## config.mk

```make
export PLATFORM = sky130hd
export DESIGN_NAME = acond_sensores
export DESIGN_NICKNAME = d
export VERILOG_FILES = /design/src/rtl/acond_sensores.sv
export SDC_FILE = /design/constraint.sdc
export NUM_CORES = 1
export LEC_CHECK = 0
export CAP_MARGIN = 5
export CORE_MARGIN = 1
export CORE_UTILIZATION = 45
export CTS_CLUSTER_SIZE = 24
export DETAILED_ROUTE_END_ITERATION = 7
export PLACE_DENSITY = 0.7
export SYNTH_ARGS = -nofsm -noshare
export SYNTH_HDL_FRONTEND = slang
export SYNTH_SLANG_ARGS = --single-unit
```

## constraint.sdc

```tcl
create_clock -name clk -period 1.4 [get_ports clk]
set_clock_uncertainty 0.05 [all_clocks]
set_input_delay 0.28 -clock clk [delete_from_list [all_inputs] [get_ports clk]]
set_output_delay 0.28 -clock clk [all_outputs]
set_load 0.005 [all_outputs]
```

## src/rtl/acond_sensores.sv

```systemverilog
// rtl/acond_sensores.sv - per-channel two-flop synchroniser and debouncer with edge/glitch pulses
module acond_sensores #(
    parameter int N_SENS     = 2,
    parameter int DEB_CYCLES = 4
) (
    input  logic              clk,
    input  logic              rst,
    input  logic [N_SENS-1:0] s_raw,
    output logic [N_SENS-1:0] s_out,
    output logic [N_SENS-1:0] s_rise,
    output logic [N_SENS-1:0] s_fall,
    output logic [N_SENS-1:0] s_glitch
);

    localparam int CNT_W = $clog2(DEB_CYCLES + 1);
    localparam logic [CNT_W-1:0] CNT_LAST = CNT_W'(DEB_CYCLES - 1);

    logic [N_SENS-1:0] sync1_q, sync2_q;
    logic [N_SENS-1:0] out_q, out_d;
    logic [N_SENS-1:0] rise_q, rise_d;
    logic [N_SENS-1:0] fall_q, fall_d;
    logic [N_SENS-1:0] glitch_q, glitch_d;
    logic [CNT_W-1:0]  cnt_q [N_SENS];
    logic [CNT_W-1:0]  cnt_d [N_SENS];

    // The counter tracks how many consecutive edges sync2 has disagreed with s_out;
    // returning to agreement with a non-zero count means a change was abandoned.
    always_comb begin
        out_d    = out_q;
        rise_d   = '0;
        fall_d   = '0;
        glitch_d = '0;
        for (int i = 0; i < N_SENS; i++) begin
            cnt_d[i] = cnt_q[i];
            if (sync2_q[i] == out_q[i]) begin
                cnt_d[i]    = '0;
                glitch_d[i] = (cnt_q[i] != '0);
            end else if (cnt_q[i] == CNT_LAST) begin
                cnt_d[i]  = '0;
                out_d[i]  = sync2_q[i];
                rise_d[i] = sync2_q[i];
                fall_d[i] = ~sync2_q[i];
            end else begin
                cnt_d[i] = cnt_q[i] + 1'b1;
            end
        end
    end

    always_ff @(posedge clk) begin
        if (rst) begin
            sync1_q  <= '0;
            sync2_q  <= '0;
            out_q    <= '0;
            rise_q   <= '0;
            fall_q   <= '0;
            glitch_q <= '0;
            for (int i = 0; i < N_SENS; i++) begin
                cnt_q[i] <= '0;
            end
        end else begin
            sync1_q  <= s_raw;
            sync2_q  <= sync1_q;
            out_q    <= out_d;
            rise_q   <= rise_d;
            fall_q   <= fall_d;
            glitch_q <= glitch_d;
            for (int i = 0; i < N_SENS; i++) begin
                cnt_q[i] <= cnt_d[i];
            end
        end
    end

    assign s_out    = out_q;
    assign s_rise   = rise_q;
    assign s_fall   = fall_q;
    assign s_glitch = glitch_q;

endmodule

```

# Yosys cells after proc, flatten, opt, wreduce, memory -nomap -nowiden
# Memory sizes are Yosys's and may differ from the RTL's.
# Index checks and enable logic that the tools add are counted.
classes:
  addsub: 2
  n_eq_ne: 4
  n_mux: 9
  n_bitwise: 8
  n_reduce_logical: 8
op_table:
  columns: ["cell", "n"]
  rows:
  - ["3-bit 2-to-1 mux", 6]
  - ["3-bit by 1-bit adder with 3-bit output, second input constant", 2]
  - ["3-bit by 2-bit == test with 1-bit output, second input constant", 2]
  - ["1-bit inverter", 6]
  - ["3-bit nonzero test", 2]
  - ["3-bit OR reduction", 2]
  - ["2-bit AND reduction", 2]
  - ["2-bit OR reduction", 2]
  - ["1-bit 2-to-1 mux", 3]
  - ["1-bit == test", 2]
  - ["1-bit bitwise OR", 2]
word_totals:
  register_bits: 12
  ramBits: 6
  word_cells: 42
  mem_count: 1
mem_list:
  columns: ["memory", "depth", "width", "read_ports", "rd_ports_with_merged_regs", "write_ports", "line", "source"]
  rows:
  - ["cnt_q", 2, 3, 2, 0, 2, "23", "logic [CNT_W-1:0] cnt_q [N_SENS];"]

# Longest topological paths before layout
# Gate-level depths: netlist (run 1).
logic_depth:
  depth_word: 4
  mapped_depth: 4

# Worst setup path before layout (run 1)
# No wires, ideal clock.
synth_timing:
  path_kind: "reg-to-reg"
  from: "memory cnt_q[0][0] (netlist bit)"
  to: "register fall_q[0] (netlist: s_fall[0])"
  setup_time_ns: 0.117
  arrival_ns: 0.950
  path_slack_ns: 0.282
  stages_incl_launch_ff: 4
  path_buffers: 0
  synth_period_minus_slack_ns: 1.118
  cell_sequence: "dfxtp_1 ha_1 ha_1 and4bb_2"
synth_rtl:
  columns: ["element", "line", "source"]
  rows:
  - ["start, declared", "23", null]
  - ["end signal, assigned", "65", "fall_q <= fall_d;"]
  - ["end, declared", "21", "logic [N_SENS-1:0] fall_q, fall_d;"]

==> results.json, run 1 <==
{
  "status": "completed",
  "ys_warn_count": 0,
  "worst-path-buf-inv": 0,
  "synthDominantCellAreaShare_pct": 51.43,
  "synth.ff_latch_count": 18,
  "dp.cells": 83,
  "ys.flop_type": "dfxtp_1",
  "rrSetupSlack_ns": 0.17,
  "die_width_um": 41.46,
  "syn_area_um2": 700.7,
  "worstSetupStartpointType": "register",
  "leakage_nw": 0.3694,
  "diodes": 0,
  "grt_pass1_wl_um": 1524,
  "cts.sinks": 18,
  "final_layout_size_suffix_gt1_share_pct": 25.00,
  "cpPeakStageDelay_ns": 0.36,
  "crit_type": "reg -> reg",
  "grt_usage_pct": 11.76,
  "antenna_left": 0,
  "io_pins": 12,
  "finalHoldViolCount": 0,
  "cp_common_cell": "ha_1",
  "cp.depth": 4,
  "final_cell_count_no_fill": 87,
  "path_clk_slew_ns": 0.10,
  "dp_hpwl_um": 661.4,
  "synth_edf_count": 0,
  "wire_per_inst_um": 10.24,
  "setup_viol": 0,
  "routed_wl_um": 891,
  "critPathCapture": "s_out[1]",
  "seq_area_frac_synth_pct": 51.43,
  "reg2regPathDepth": 4,
  "cp_data_required_time_ns": 1.54,
  "p_per_area_mw_per_mm2": 940.1,
  "cts_buffers": 3,
  "maxSlewViolCount": 0,
  "globalRoute.totalOverflow": 0,
  "synth_cell_type_count": 13,
  "cts_tree": "done",
  "slowest_stage": "dfxtp_1",
  "synth_area_leaders": "dfxtp_1 (51%), ha_1 (11%), and4bb_2 (7.1%)",
  "start_util_pct": 51.28,
  "place_congestion": 0.6050,
  "dpl_cell_area_um2": 840.8,
  "synth_area_per_cell_um2": 12.74,
  "max_cap_violations": 0,
  "dieArea_mm2": 0.001719,
  "portBuffers": 11,
  "dp_slack_ns": 0.05308,
  "design_area_um2": 864.6,
  "syn_nets": 65,
  "vias_per_cell": 4.678,
  "critPathMaxFanout": 6,
  "num_rows": 13,
  "ir_worst_vdd_uv": 708.0,
  "crit_path_end_kind": "register",
  "max_freq_mhz": 814.9,
  "fin_ws_ns": 0.1728,
  "first_iter_violations": 0,
  "core_mm2": 0.001366,
  "tightest_slew_ns": 0.2608,
  "path_delay_family": "adder cells",
  "maxSlewHeadroom_pct": 82.61,
  "die_y_um": 41.46,
  "period_share_pct": 87.66,
  "nNetsFinal": 84,
  "vias": 407,
  "synth.largest_area_cell": "dfxtp_1",
  "cts_max_level": 1,
  "min_period_ns": 1.227,
  "cp_cell_sequence": "ha_1 -> ha_1 -> mux2i_1 -> nor2_1",
  "yosysMostFrequentCell": "dfxtp_1",
  "crit_start": "cnt_q[0][3]",
  "syn_inst": 55,
  "r2r-end": "s_out[1]",
  "syn2layout_area_growth_pct": 23.39,
  "hold_class": "reg -> reg",
  "async_reset_ff_share_pct": 0,
  "grt_start_max_net_pins": 12,
  "root_buffer": "clkbuf_4",
  "drc": 0,
  "grt_antenna_before_repair": 0,
  "grt_pass1_vias": 344,
  "ctsLongestPathBuffers": 2,
  "fin_tns_setup_ns": 0,
  "dr.pass1.iters": 1,
  "clock_latency_ns": 0.28,
  "r2r-start": "cnt_q[0][3]",
  "arrival_ns": 1.36,
  "yosys-top-cells-count": "dfxtp_1 (18), ha_1 (6), inv_1 (6)",
  "rsz0062_at_grt": "no"
}
-- metal layers --
metal | part of all wire [%] | global-route usage (%) | up-vias
met1 | 56 | 17.68 | 172
li1 | - | - | 225
met2 | 38 | 13.75 | 8
met5 | 0 | 0 | -
met3 | 3.3 | 3.913 | 2
met4 | 1.9 | 7.742 | 0
-- flip-flops by register name, summed over array words and instances, names as in the netlist --
register  cells
s_glitch      2
s_out         2
sync1_q       2
s_fall        2
cnt_q         6
s_rise        2
sync2_q       2
-- what timing repair did --
item / in CTS / in global routing
hold buffers: 0 / 0
endpoints found under the setup margin: 8 / 0
resized for setup: 10 / 0
setup buffers: 1 / 0
-- worst reg2reg max path, stage by stage, from the launching register on --
cell and delay, ns:
dfxtp_1 0.36, ha_1 0.16, ha_1 0.29, mux2i_1 0.21
nor2_1 0.05
-- report_power, final --
part | internal (mW) | leakage (nW) | switching (mW) | total (mW)
sequential | 0.518 | 0.147 | 0.00493 | 0.523
clock | 0.0999 | 0.0138 | 0.151 | 0.251
combinational | 0.0240 | 0.209 | 0.0146 | 0.0386
total | 0.642 | 0.369 | 0.171 | 0.813
-- logic make-up (layout without fill, tap and decap cells) --
group	count (synthesis)	after routing	share of synthesized area, %
simple gates	20	20	25.54
flops	18	18	51.43
buf+inv	7	24	4.821
fa+ha+maj	6	6	10.71
xor+xnor	2	2	4.643
mux	2	2	2.857
-- placed cells by master, fill, tap and decap left out, drive strengths merged --
| cell | instances |
|---|---|
| and2b | 3 |
| and4bb | 4 |
| buf | 4 |
| clkbuf | 3 |
| clkdlybuf4s50 | 3 |
| dfxtp | 18 |
| dlygate4sd2 | 8 |
| ha | 6 |
| inv | 6 |
| mux2i | 2 |
| nor2 | 2 |
| nor2b | 3 |
| nor3b | 2 |
| nor4 | 4 |
| nor4b | 2 |
| xnor2 | 2 |
-- final cells by class --
type,instances,area [um2]
Multi-Input combinational cell,30,306.5
Timing Repair Buffer,15,130.1
Sequential cell,18,364.1
Tap cell,15,18.77
Inverter,6,22.52
Clock buffer,3,22.52
Fill cell,122,501.7
-- stage by stage --
step | power, mW | hold slack (ns) | utilization, %
5_1_grt | 0.8484 | 0.4073 | 63.28
2_1_floorplan | 0.5595 | 0.3016 | -
3_5_place_dp | 0.5768 | 0.3737 | 61.54
4_1_cts | 0.8213 | 0.3972 | 63.28
6_report | 0.8128 | 0.3926 | 63.28
3_3_place_gp | 0.5763 | 0.3638 | 61.54
-- how the worst min path moves through the flow --
stage,depth (start not counted),end,slack (ns),from
after CTS,1,sync2_q[0],0.40,sync1_q[0]
after global placement,1,sync2_q[0],0.36,sync1_q[0]
after detailed placement,1,sync2_q[0],0.37,sync1_q[0]
after floorplan,1,sync1_q[1],0.30,rst
final,1,sync2_q[0],0.39,sync1_q[0]
after global routing,1,sync2_q[0],0.41,sync1_q[0]
Power figures use the tool's default switching activity.
==> run 2: changes to the inputs <==
==> constraint.sdc (replaced) <==
create_clock -name clk -period 1.15 [get_ports clk]
set_clock_uncertainty 0.05 [all_clocks]
set_input_delay 0.23 -clock clk [delete_from_list [all_inputs] [get_ports clk]]
set_output_delay 0.23 -clock clk [all_outputs]
set_load 0.005 [all_outputs]
==> run 2 against run 1 <==
Effect of this change: global-route usage up 1.3 points; die area did not move; clock power rose by 54%; sequential cell count stayed put; critical path depth shrank 3; non-clock buffer count is 2 higher; register-to-register slack got worse by 0.12 ns; largest cell class unchanged.
==> results.json, run 2 (synthesis gave the netlist of run 1 again) <==
{
  "grt_pass1_vias": 384,
  "antenna_left": 0,
  "start_util_pct": 51.28,
  "grt_start_max_net_pins": 12,
  "whs_ns": 0.3947,
  "max_cap_violations": 0,
  "drc": 0,
  "r2r-start": "cnt_q[0][3]",
  "worstSetupStartpointType": "register",
  "crit_path_end_kind": "output pin",
  "arrival_ns": 0.84,
  "tightest_slew_ns": 0.2460,
  "wire_per_inst_um": 11.86,
  "cts_max_level": 1,
  "grt_usage_pct": 13.04,
  "status": "completed",
  "clock_latency_ns": 0.29,
  "holdBufCountCts": 0,
  "dr.pass1.iters": 2,
  "grt_antenna_before_repair": 0,
  "syn2layout_area_growth_pct": 37.32,
  "maxSlewHeadroom_pct": 83.52,
  "vias_per_cell": 4.856,
  "period_share_pct": 97.40,
  "diodes": 0,
  "path_delay_family": "flip-flops",
  "rrSetupSlack_ns": 0.05,
  "cts_buffers": 3,
  "final_layout_size_suffix_gt1_share_pct": 41.33,
  "cpPeakStageDelay_ns": 0.31,
  "crit_start": "s_glitch[0]",
  "portBuffers": 11,
  "cts_tree": "done",
  "leakage_nw": 0.3602,
  "cts_setup_buffers": 0,
  "routed_wl_um": 1067,
  "first_iter_violations": 8,
  "grt_pass1_wl_um": 1711,
  "min_period_ns": 1.120,
  "fin_tns_setup_ns": 0,
  "crit_type": "reg -> out",
  "rsz0062_at_grt": "yes",
  "dp_slack_ns": -0.1505,
  "num_rows": 13,
  "critPathMaxFanout": 1,
  "top_register": "cnt_q",
  "slowest_stage": "dfxtp_1",
  "maxSlewViolCount": 0,
  "layout_common_cells": "dfxtp_1 (12), clkdlybuf4s15_1 (7), inv_1 (6), dfxtp_2 (6), buf_4 (6)",
  "reg2regPathDepth": 5,
  "io_pins": 12,
  "cp_data_required_time_ns": 0.87,
  "register_area_um2": 367.9,
  "nNetsFinal": 86,
  "hold_class": "reg -> reg",
  "final_common_cell": "dfxtp_1",
  "place_congestion": 0.6514,
  "path_clk_slew_ns": 0.10,
  "vias": 437,
  "nFillCells": 94,
  "min_from": "sync1_q[1]",
  "setup_viol": 0,
  "die_y_um": 41.46,
  "p_per_area_mw_per_mm2": 1121,
  "dieArea_mm2": 0.001719,
  "critPathCapture": "s_glitch[0]",
  "die_width_um": 41.46,
  "core_mm2": 0.001366,
  "dp_hpwl_um": 740.8,
  "globalRoute.totalOverflow": 0,
  "root_buffer": "clkbuf_4",
  "ctsLongestPathBuffers": 2,
  "max_freq_mhz": 892.8,
  "r2r-end": "s_glitch[1]",
  "fin_ws_ns": 0.02990,
  "cp_cell_sequence": "dlygate4sd2_1",
  "finalHoldViolCount": 0,
  "largest_reg_flops": 6,
  "cp.depth": 1,
  "worst-path-buf-inv": 1,
  "cts.sinks": 18,
  "multiInputGateArea_um2": 362.8,
  "ir_worst_vdd_uv": 858.4
}
## run 2: cell types whose count changed in the layout (fill, tap and decap cells not counted), moves of 4 or more
cell,previous run,this run
dfxtp_2,0,6
dlygate4sd2_1,8,1
ha_1,6,2
dfxtp_1,17,12
clkdlybuf4s15_1,0,7
ha_4,0,4
## run 2: per-stage QoR
step | instance area (um2) | util [%] | power (mW) | instances
floorplan | 700.7 | - | 0.6811 | 55
global placement | 863.3 | 63.19 | 0.7040 | 86
detailed placement | 863.3 | 63.19 | 0.7053 | 86
CTS | 923.4 | 67.58 | 1.087 | 90
global route | 962.2 | 70.42 | 1.126 | 90
finish | 962.2 | 70.42 | 1.078 | 90
## run 2: worst min path at each step
stage	slack, ns	cells after the start	to
after global placement	0.36	1	sync2_q[0]
after detailed placement	0.37	1	sync2_q[1]
final	0.39	1	sync2_q[1]
after floorplan	0.25	1	sync1_q[1]
after CTS	0.40	1	sync2_q[1]
after global routing	0.41	1	sync2_q[1]
## run 2: what timing repair did
item / 4_1_cts / 5_1_grt
pin swaps: 1 / 0
setup endpoints to repair: 20 / 11
resized for setup: 20 / 10
endpoints found under the hold margin: 0 / 0
## run 2: report_power, final
group	internal, mW	switching (mW)
logic	0.0318	0.0201
clock network	0.193	0.193
registers	0.633	0.00720
## run 2: layout make-up
| cell class | count | area share [%] |
|---|---|---|
| Clock buffer | 4 | 3.771 |
| Tap cell | 15 | 1.951 |
| Timing Repair Buffer | 17 | 15.99 |
| Inverter | 6 | 2.341 |
| Multi-Input combinational cell | 30 | 37.71 |
| Sequential cell | 18 | 38.23 |
## run 2: metal layers
metal  vias to the layer above  wire length, um  GRT usage (%)
met3                         2               23          2.609
met2                         6              462          18.44
met1                       203              567          17.40
li1                        226                -              -
met4                         0               14          9.677
met5                         -                0              0
==> run 3: changes to the inputs <==
==> constraint.sdc (replaced) <==
create_clock -name clk -period 1.15 [get_ports clk]
set_clock_uncertainty 0.05 [all_clocks]
set_input_delay 0.23 -clock clk [delete_from_list [all_inputs] [get_ports clk]]
set_output_delay 0.23 -clock clk [all_outputs]
set_load 0.02 [all_outputs]
==> run 3 against run 2 <==
Effect of this change: hold slack worse by 0.0025 ns; die area did not move; sequential power hardly changed; final cell count unchanged; utilization down 2.3 points; non-clock buffer count is the same; design area fell by 3.3%; critical path depth grew 3; clock power is essentially flat; combinational power is 8.1% higher; critical path type is now reg -> reg; critical endpoint is now cnt_q[0][4]; largest power group unchanged.
==> results.json, run 3 (synthesis gave the netlist of run 1 again) <==
{
  "status": "completed",
  "die_width_um": 41.46,
  "pwr-share-comb_pct": 5.2,
  "p_seq_share_pct": 59.2,
  "drc": 0,
  "ir_worst_vdd_uv": 860.6,
  "top_layer": "met4",
  "final_common_cell": "dfxtp_1",
  "final_layout_size_suffix_gt1_share_pct": 53.33,
  "power_frac_clock_pct": 35.7,
  "min_from": "sync1_q[1]",
  "r2r-start": "cnt_q[0][3]",
  "cpPeakStageDelay_ns": 0.37,
  "layout_common_cells": "dfxtp_1 (14), buf_2 (8), inv_1 (6)",
  "vias": 437,
  "cts_tree": "done",
  "worst-path-buf-inv": 2,
  "worstSetupStartpointType": "register",
  "internal_power_mw": 0.8595,
  "grt_pass1_wl_um": 1766,
  "grt_usage_pct": 13.40,
  "p_switching_mw": 0.2223,
  "grt_start_max_net_pins": 12,
  "dp_hpwl_um": 740.8,
  "num_rows": 13,
  "cp_cell_sequence": "buf_6 -> inv_1 -> ha_2 -> nor4b_2",
  "grt_antenna_before_repair": 0,
  "syn2layout_area_growth_pct": 32.86,
  "arrival_ns": 1.28,
  "min_period_ns": 1.124,
  "first_iter_violations": 8,
  "diodes": 0,
  "fin_tns_setup_ns": 0,
  "root_buffer": "clkbuf_4",
  "crit_type": "reg -> reg",
  "tightest_slew_ns": 0.2462,
  "crit_path_end_kind": "register",
  "routed_wl_um": 1091,
  "maxSlewViolCount": 0,
  "wl_met3_um": 23,
  "vias_per_cell": 4.856,
  "max_freq_mhz": 890.0,
  "grt_pass1_vias": 387,
  "cts.sinks": 18,
  "slowest_stage": "dfxtp_2",
  "start_util_pct": 51.28,
  "hold_class": "reg -> reg",
  "setup_viol": 0,
  "period_share_pct": 97.70,
  "globalRoute.totalOverflow": 0,
  "met2WireLength_um": 489,
  "holdBufCountCts": 0,
  "critPathMaxFanout": 2,
  "maxSlewHeadroom_pct": 83.50,
  "core_mm2": 0.001366,
  "path_clk_slew_ns": 0.10,
  "max_cap_violations": 0,
  "cts_buffers": 3,
  "largest_reg_flops": 6,
  "cp_data_required_time_ns": 1.31,
  "whs_ns": 0.3922,
  "leakage_nw": 0.3745,
  "io_pins": 12,
  "die_y_um": 41.46,
  "clock_latency_ns": 0.29,
  "p_per_area_mw_per_mm2": 1162,
  "switching_share_pct": 20.55,
  "antenna_left": 0,
  "ctsLongestPathBuffers": 2,
  "nNetsFinal": 86,
  "path_delay_family": "flip-flops",
  "place_congestion": 0.6514,
  "dr.pass1.iters": 2,
  "wl_met1_um": 565,
  "finalHoldViolCount": 0,
  "totalPowerFinal_mw": 1.082,
  "fin_util_pct": 68.13,
  "crit_start": "cnt_q[0][3]",
  "cts_max_level": 1,
  "cts_setup_buffers": 0,
  "portBuffers": 11,
  "top_register": "cnt_q",
  "wire_per_inst_um": 12.12,
  "dieArea_mm2": 0.001719
}
-- run 3: changes by cell type in the layout (fill, tap and decap cells not counted), sizes merged --
cell	before	now
buf	6	14
clkdlybuf4s15	7	0
dlygate4sd2	1	0
-- run 3: final timing paths --
check	end	slack [ns]	cells after the start
setup / recovery	cnt_q[0][4]	0.03	4
hold / removal	sync2_q[1]	0.39	1
setup reg to reg	cnt_q[0][4]	0.03	4
hold reg to reg	sync2_q[1]	0.39	1
-- run 3: layout make-up --
class / count / area (um2)
Clock buffer: 4 / 36.28
Fill cell: 102 / 435.4
Inverter: 6 / 22.52
Multi-Input combinational cell: 30 / 369.1
Sequential cell: 18 / 365.4
Tap cell: 15 / 18.77
Timing Repair Buffer: 17 / 118.9
-- run 3: per-layer routing --
metal | up-vias | GRT usage [%]
met5 | - | 0
met4 | 0 | 9.677
met3 | 2 | 2.609
met2 | 6 | 18.44
met1 | 203 | 18.51
li1 | 226 | -
-- run 3: repair_timing --
action | in CTS | in global routing
resized for setup | 36 | 13
endpoints found under the setup margin | 20 | 10
pin swaps | 1 | 2
-- run 3: power groups by stage --
stage	Clock, mW	Combinational (mW)	Sequential [mW]
floorplan	0	0.0286	0.654
global placement	0	0.0525	0.653
detailed placement	0	0.0532	0.654
CTS	0.396	0.0537	0.639
global route	0.428	0.0607	0.642
finish	0.386	0.0561	0.640
-- run 3: worst register-to-register path, stage by stage, from the launching register on --
cell and delay, ns:
dfxtp_2 0.37, buf_6 0.10, inv_1 0.04, ha_2 0.31, nor4b_2 0.17
-- run 3: through the flow --
stage | cell area (um2) | cells | setup slack, ns
2_1_floorplan | 700.7 | 55 | 0.03223
3_3_place_gp | 863.3 | 86 | -0.1268
3_5_place_dp | 863.3 | 86 | -0.1505
4_1_cts | 913.4 | 90 | 0.002156
5_1_grt | 930.9 | 90 | -0.02105
6_report | 930.9 | 90 | 0.02645
==> RTL change 1 (config.mk and constraints of run 1) <==
Remove the register `glitch_q`: a continuous assignment takes its place, so the output `s_glitch` follows one clock earlier.
--- a/src/rtl/acond_sensores.sv
+++ b/src/rtl/acond_sensores.sv
@@ -53,7 +53,6 @@
             out_q    <= '0;
             rise_q   <= '0;
             fall_q   <= '0;
-            glitch_q <= '0;
             for (int i = 0; i < N_SENS; i++) begin
                 cnt_q[i] <= '0;
             end
@@ -63,12 +62,13 @@
             out_q    <= out_d;
             rise_q   <= rise_d;
             fall_q   <= fall_d;
-            glitch_q <= glitch_d;
             for (int i = 0; i < N_SENS; i++) begin
                 cnt_q[i] <= cnt_d[i];
             end
         end
     end
+
+    assign glitch_q = glitch_d;
 
     assign s_out    = out_q;
     assign s_rise   = rise_q;
Behaviour: not the same (a bounded check fails within 4 cycles, from zero or initial values and one cycle with rst high).
==> RTL change 1 against run 1 <==
- the run now ends with setup timing left
- core utilization rose by 4.9 points
- setup slack got worse by 0.21 ns
- synthesized area fell by 10%
- wire length rose by 18%
- highest routed layer is now met3
- non-clock buffer count rose by 7
- sequential cell count fell by 2
- die area fell by 9.5%
- power fell by 7.6%
- cell area rose by 2.6%
- synthesized cell count fell by 7.3%
==> RTL change 1: results (changes against run 1) <==
| Metric | Value |
|---|---|
| Status | complete, but fails checks (was finished, final reports clean) |
| Failing checks | setup timing |
| Setup Viol. Count Final | 2 (was 0) |
| Pre-CTS setup slack | -0.1788 ns (was 0.05308 ns) |
| Met3 Use GR | 0.05114 (was 0.03913) |
| Hold_sp | sync1_q[1] (was sync1_q[0]) |
| NetSw | 154.8 uW (was 171.0 uW) |
| Clock network area share | 0.02539 (was 0.02605) |
| M2 GR Usage | 0.2500 (was 0.1375) |
| Met2 WL | 529 um (was 343 um) |
| Finished Layout Cells | 90 (was 87) |
| Worst hold slack | 0.3897 ns (was 0.3926 ns) |
| Critical path peak fanout | 2 (was 6) |
| First-pass GRT wire length | 1607 um (was 1524 um) |
| Routability cong. | 0.6372 (was 0.6050) |
| Final worst slack | -0.04183 ns (was 0.1728 ns) |
| Post-synth top cells | dfxtp_1, ha_1, inv_1 (was dfxtp_1, ha_1, inv_1, and4bb_2, nor4_1) |
| Synth area leaders | dfxtp_1, ha_1, and4bb_2, xnor2_2, nor4b_2 (unchanged) |
| Gr usage total | 0.1633 (was 0.1176) |
| Setup TNS | -0.04945 ns (was 0 ns) |
| Setup crit start | s_out[1] (was cnt_q[0][3]) |
| Metal-1 WL | 492 um (was 500 um) |
| Final core occ | 0.6817 (was 0.6328) |
| Max IR drop VDD | 625.6 uV (was 708.0 uV) |
| Hold Crit Endpoint | sync2_q[1] (was sync2_q[0]) |
| DR top layer | met3 (was met4) |
| Largest net degree at the start of global routing | 17 (was 12) |
| Placed cell areas | 839.6 um2 (was 840.8 um2) |
| Reg-to-reg endpoint | cnt_q[0][3] (was s_out[1]) |
| Leak Pwr | 0.0003813 uW (was 0.0003694 uW) |
| Synth cell types | 12 (was 13) |
| # resized after CTS | 30 (was 10) |
| Mux share of post-synthesis cell area | 0.03175 (was 0.02857) |
| Worst Tran Pin Value | 0.2624 ns (was 0.2608 ns) |
| Filler cell count | 104 (was 122) |
| Gate Count Post-Synth | 51 (was 55) |
-- RTL change 1: changes by cell type in the layout (fill, tap and decap cells not counted), moves of 3 or more --
cell / delta
and2b_1: -3
buf_4: +5
dfxtp_1: -9
dfxtp_2: +8
-- RTL change 1: kinds of logic after synthesis --
family,Yosys count
and+or+nand+nor,16
DFF,16
buffers and inverters,7
adders and majority gates,6
AOI/OAI and AO/OA,2
xor gates and xnor gates,2
muxes,2
-- RTL change 1: worst max-delay path, cell delays in order (launching register included) --
cell	delay, ns
dfxtp_2	0.33
buf_6	0.12
xnor2_4	0.12
a21boi_2	0.16
buf_2	0.11
-- RTL change 1: power groups by stage --
stage	logic (uW)	clock network [uW]	registers, uW
after floorplan	20.0	0	476
after global placement	50.2	0	476
after detailed placement	51.6	0	476
after CTS	51.9	243	467
after global routing	56.0	265	468
final	52.2	232	467
==> RTL change 2 (config.mk and constraints of run 1) <==
Without the edit above. Set the parameter `DEB_CYCLES` to 16 (it was 4).
--- a/src/rtl/acond_sensores.sv
+++ b/src/rtl/acond_sensores.sv
@@ -1,7 +1,7 @@
 // rtl/acond_sensores.sv - per-channel two-flop synchroniser and debouncer with edge/glitch pulses
 module acond_sensores #(
     parameter int N_SENS     = 2,
-    parameter int DEB_CYCLES = 4
+    parameter int DEB_CYCLES = 16
 ) (
     input  logic              clk,
     input  logic              rst,
Function: changed (a bounded check fails within 10 cycles, from zero or initial values and one cycle with rst high).
==> RTL change 2 against run 1 <==
- sequential cell count up 4
- setup slack worse by 0.099 ns
- critical path type unchanged
- sequential power up 22%
- synthesized area up 15%
- power up 27%
- cell area rose by 29%
- non-clock buffer count is 5 higher
- via count rose by 40%
- largest cell class unchanged
- wire length grew 52%
==> RTL change 2: results (changes against run 1) <==
| Metric | Value |
|---|---|
| Worst hold slack | 0.4009 ns (was 0.3926 ns) |
| Drt first-iter violations | 5 (was 0) |
| Largest net degree at the start of global routing | 13 (was 12) |
| Synth cell types | 16 (was 13) |
| Post-DR vias/cell | 4.664 (was 4.678) |
| Post-synth top cells | dfxtp_1, nor2_1, ha_1, inv_1 (was dfxtp_1, ha_1, inv_1, and4bb_2, nor4_1) |
| HPWL after DPL | 938.5 um (was 661.4 um) |
| Skew-Pair Late Insertion Delay | 0.30 ns (was 0.28 ns) |
| Reg-to-Reg Start | cnt_q[0][6] (was cnt_q[0][3]) |
| Gr usage total | 0.1718 (was 0.1176) |
| Reg-to-reg slack, setup | 0.07 ns (was 0.17 ns) |
| DR pass1 iterations | 4 (was 1) |
| Vias in the first global route | 538 (was 344) |
| Max FFs per register | 10 (was 6) |
| Clk pin slew, worst setup/hold paths | 0.12 ns (was 0.10 ns) |
| Critical path arrival | 1.50 ns (was 1.36 ns) |
| Max IR drop VDD | 840.1 uV (was 708.0 uV) |
| FF-to-FF path depth | 4 (unchanged) |
| Sequential area share after synthesis | 0.5449 (was 0.5143) |
| First-pass GRT wire length | 2387 um (was 1524 um) |
| Synthesized Nets | 85 (was 65) |
| Critical path peak fanout | 4 (was 6) |
| Status | finished, final reports clean (unchanged) |
| Slew headroom | 0.6803 (was 0.8261) |
| Wire per inst | 11.11 um (was 10.24 um) |
| Routability cong. | 0.7279 (was 0.6050) |
| Leak Pwr | 0.0004865 uW (was 0.0003694 uW) |
| Type of the worst min-delay path | flop to flop (unchanged) |
| Cell Int Power | 816.6 uW (was 641.8 uW) |
| Starting Density | 0.5071 (was 0.5128) |
| Synth area leaders | dfxtp_1, ha_1, nor2_1, xor2_1, and3_1 (was dfxtp_1, ha_1, and4bb_2, xnor2_2, nor4b_2) |
| Reg-to-reg endpoint | s_fall[1] (was s_out[1]) |
-- RTL change 2: worst max-delay path by stage --
stage / start / to / slack (ns) / depth (start not counted)
floorplan: cnt_q[0][5] / cnt_q[0][7] / 0.07 / 6
global placement: cnt_q[0][5] / cnt_q[0][8] / 0.03 / 6
detailed placement: rst / cnt_q[0][4] / 0.005 / 4
CTS: cnt_q[0][6] / s_fall[1] / 0.02 / 4
global route: cnt_q[0][0] / cnt_q[0][2] / 0.002 / 6
finish: cnt_q[0][6] / s_fall[1] / 0.07 / 4
-- RTL change 2: cells by family after synthesis --
kind of cell | after synthesis | synth area share
XOR/XNOR | 6 | 0.06501
adder cells (fa/ha/maj) | 6 | 0.09288
buffers and inverters | 7 | 0.03715
flip-flops | 22 | 0.5449
multiplexers | 2 | 0.02477
AND/OR/NAND/NOR | 32 | 0.2353
-- RTL change 2: timing repair --
action | CTS | global route
gates resized for setup | 16 | 13
hold endpoints to repair | 0 | 0
endpoints found under the setup margin | 14 | 13
pin swaps | 0 | 3
buffers inserted | 2 | 0
-- RTL change 2: cell type report --
class | instances | area, um2 | area share
tap | 24 | 30.03 | 0.02697
inverter | 6 | 22.52 | 0.02022
sequential | 22 | 449.2 | 0.4034
timing repair buffer | 20 | 167.7 | 0.1506
clock buffer | 4 | 36.28 | 0.03258
multi-input combinational | 46 | 407.9 | 0.3663
-- RTL change 2: per-stage QoR --
step                      area (um2)  worst slack (ns)  cells  utilization
final                           1114           0.07358    122       0.6986
after global routing            1114          0.002474    122       0.6986
after CTS                       1061           0.02344    122       0.6656
after detailed placement       993.5          0.005485    116       0.6232
after global placement         993.5           0.02558    116       0.6232
after floorplan                808.3           0.07286     75            -
-- RTL change 2: power by group through the flow --
stage	Clock, uW	Combinational, uW	Sequential, uW
detailed placement	0	39.7	652
finish	346	44.9	639
CTS	363	41.4	639
global placement	0	38.8	652
global route	392	50.3	640
floorplan	0	19.1	652
-- RTL change 2: metal layers --
metal  part of all wire  GRT usage  vias up
li1                   -          -      292
met1               0.48     0.2199      261
met2               0.47     0.2618       14
met3              0.041    0.04898        2
met4             0.0096    0.09091        0
met5                  0          0        -
-- RTL change 2: critical path, cell delays in order, from the launching register on --
cell and delay [ns]:
dfxtp_2 0.35, ha_1 0.18, and3_4 0.20, ha_4 0.16, nor4bb_4 0.30
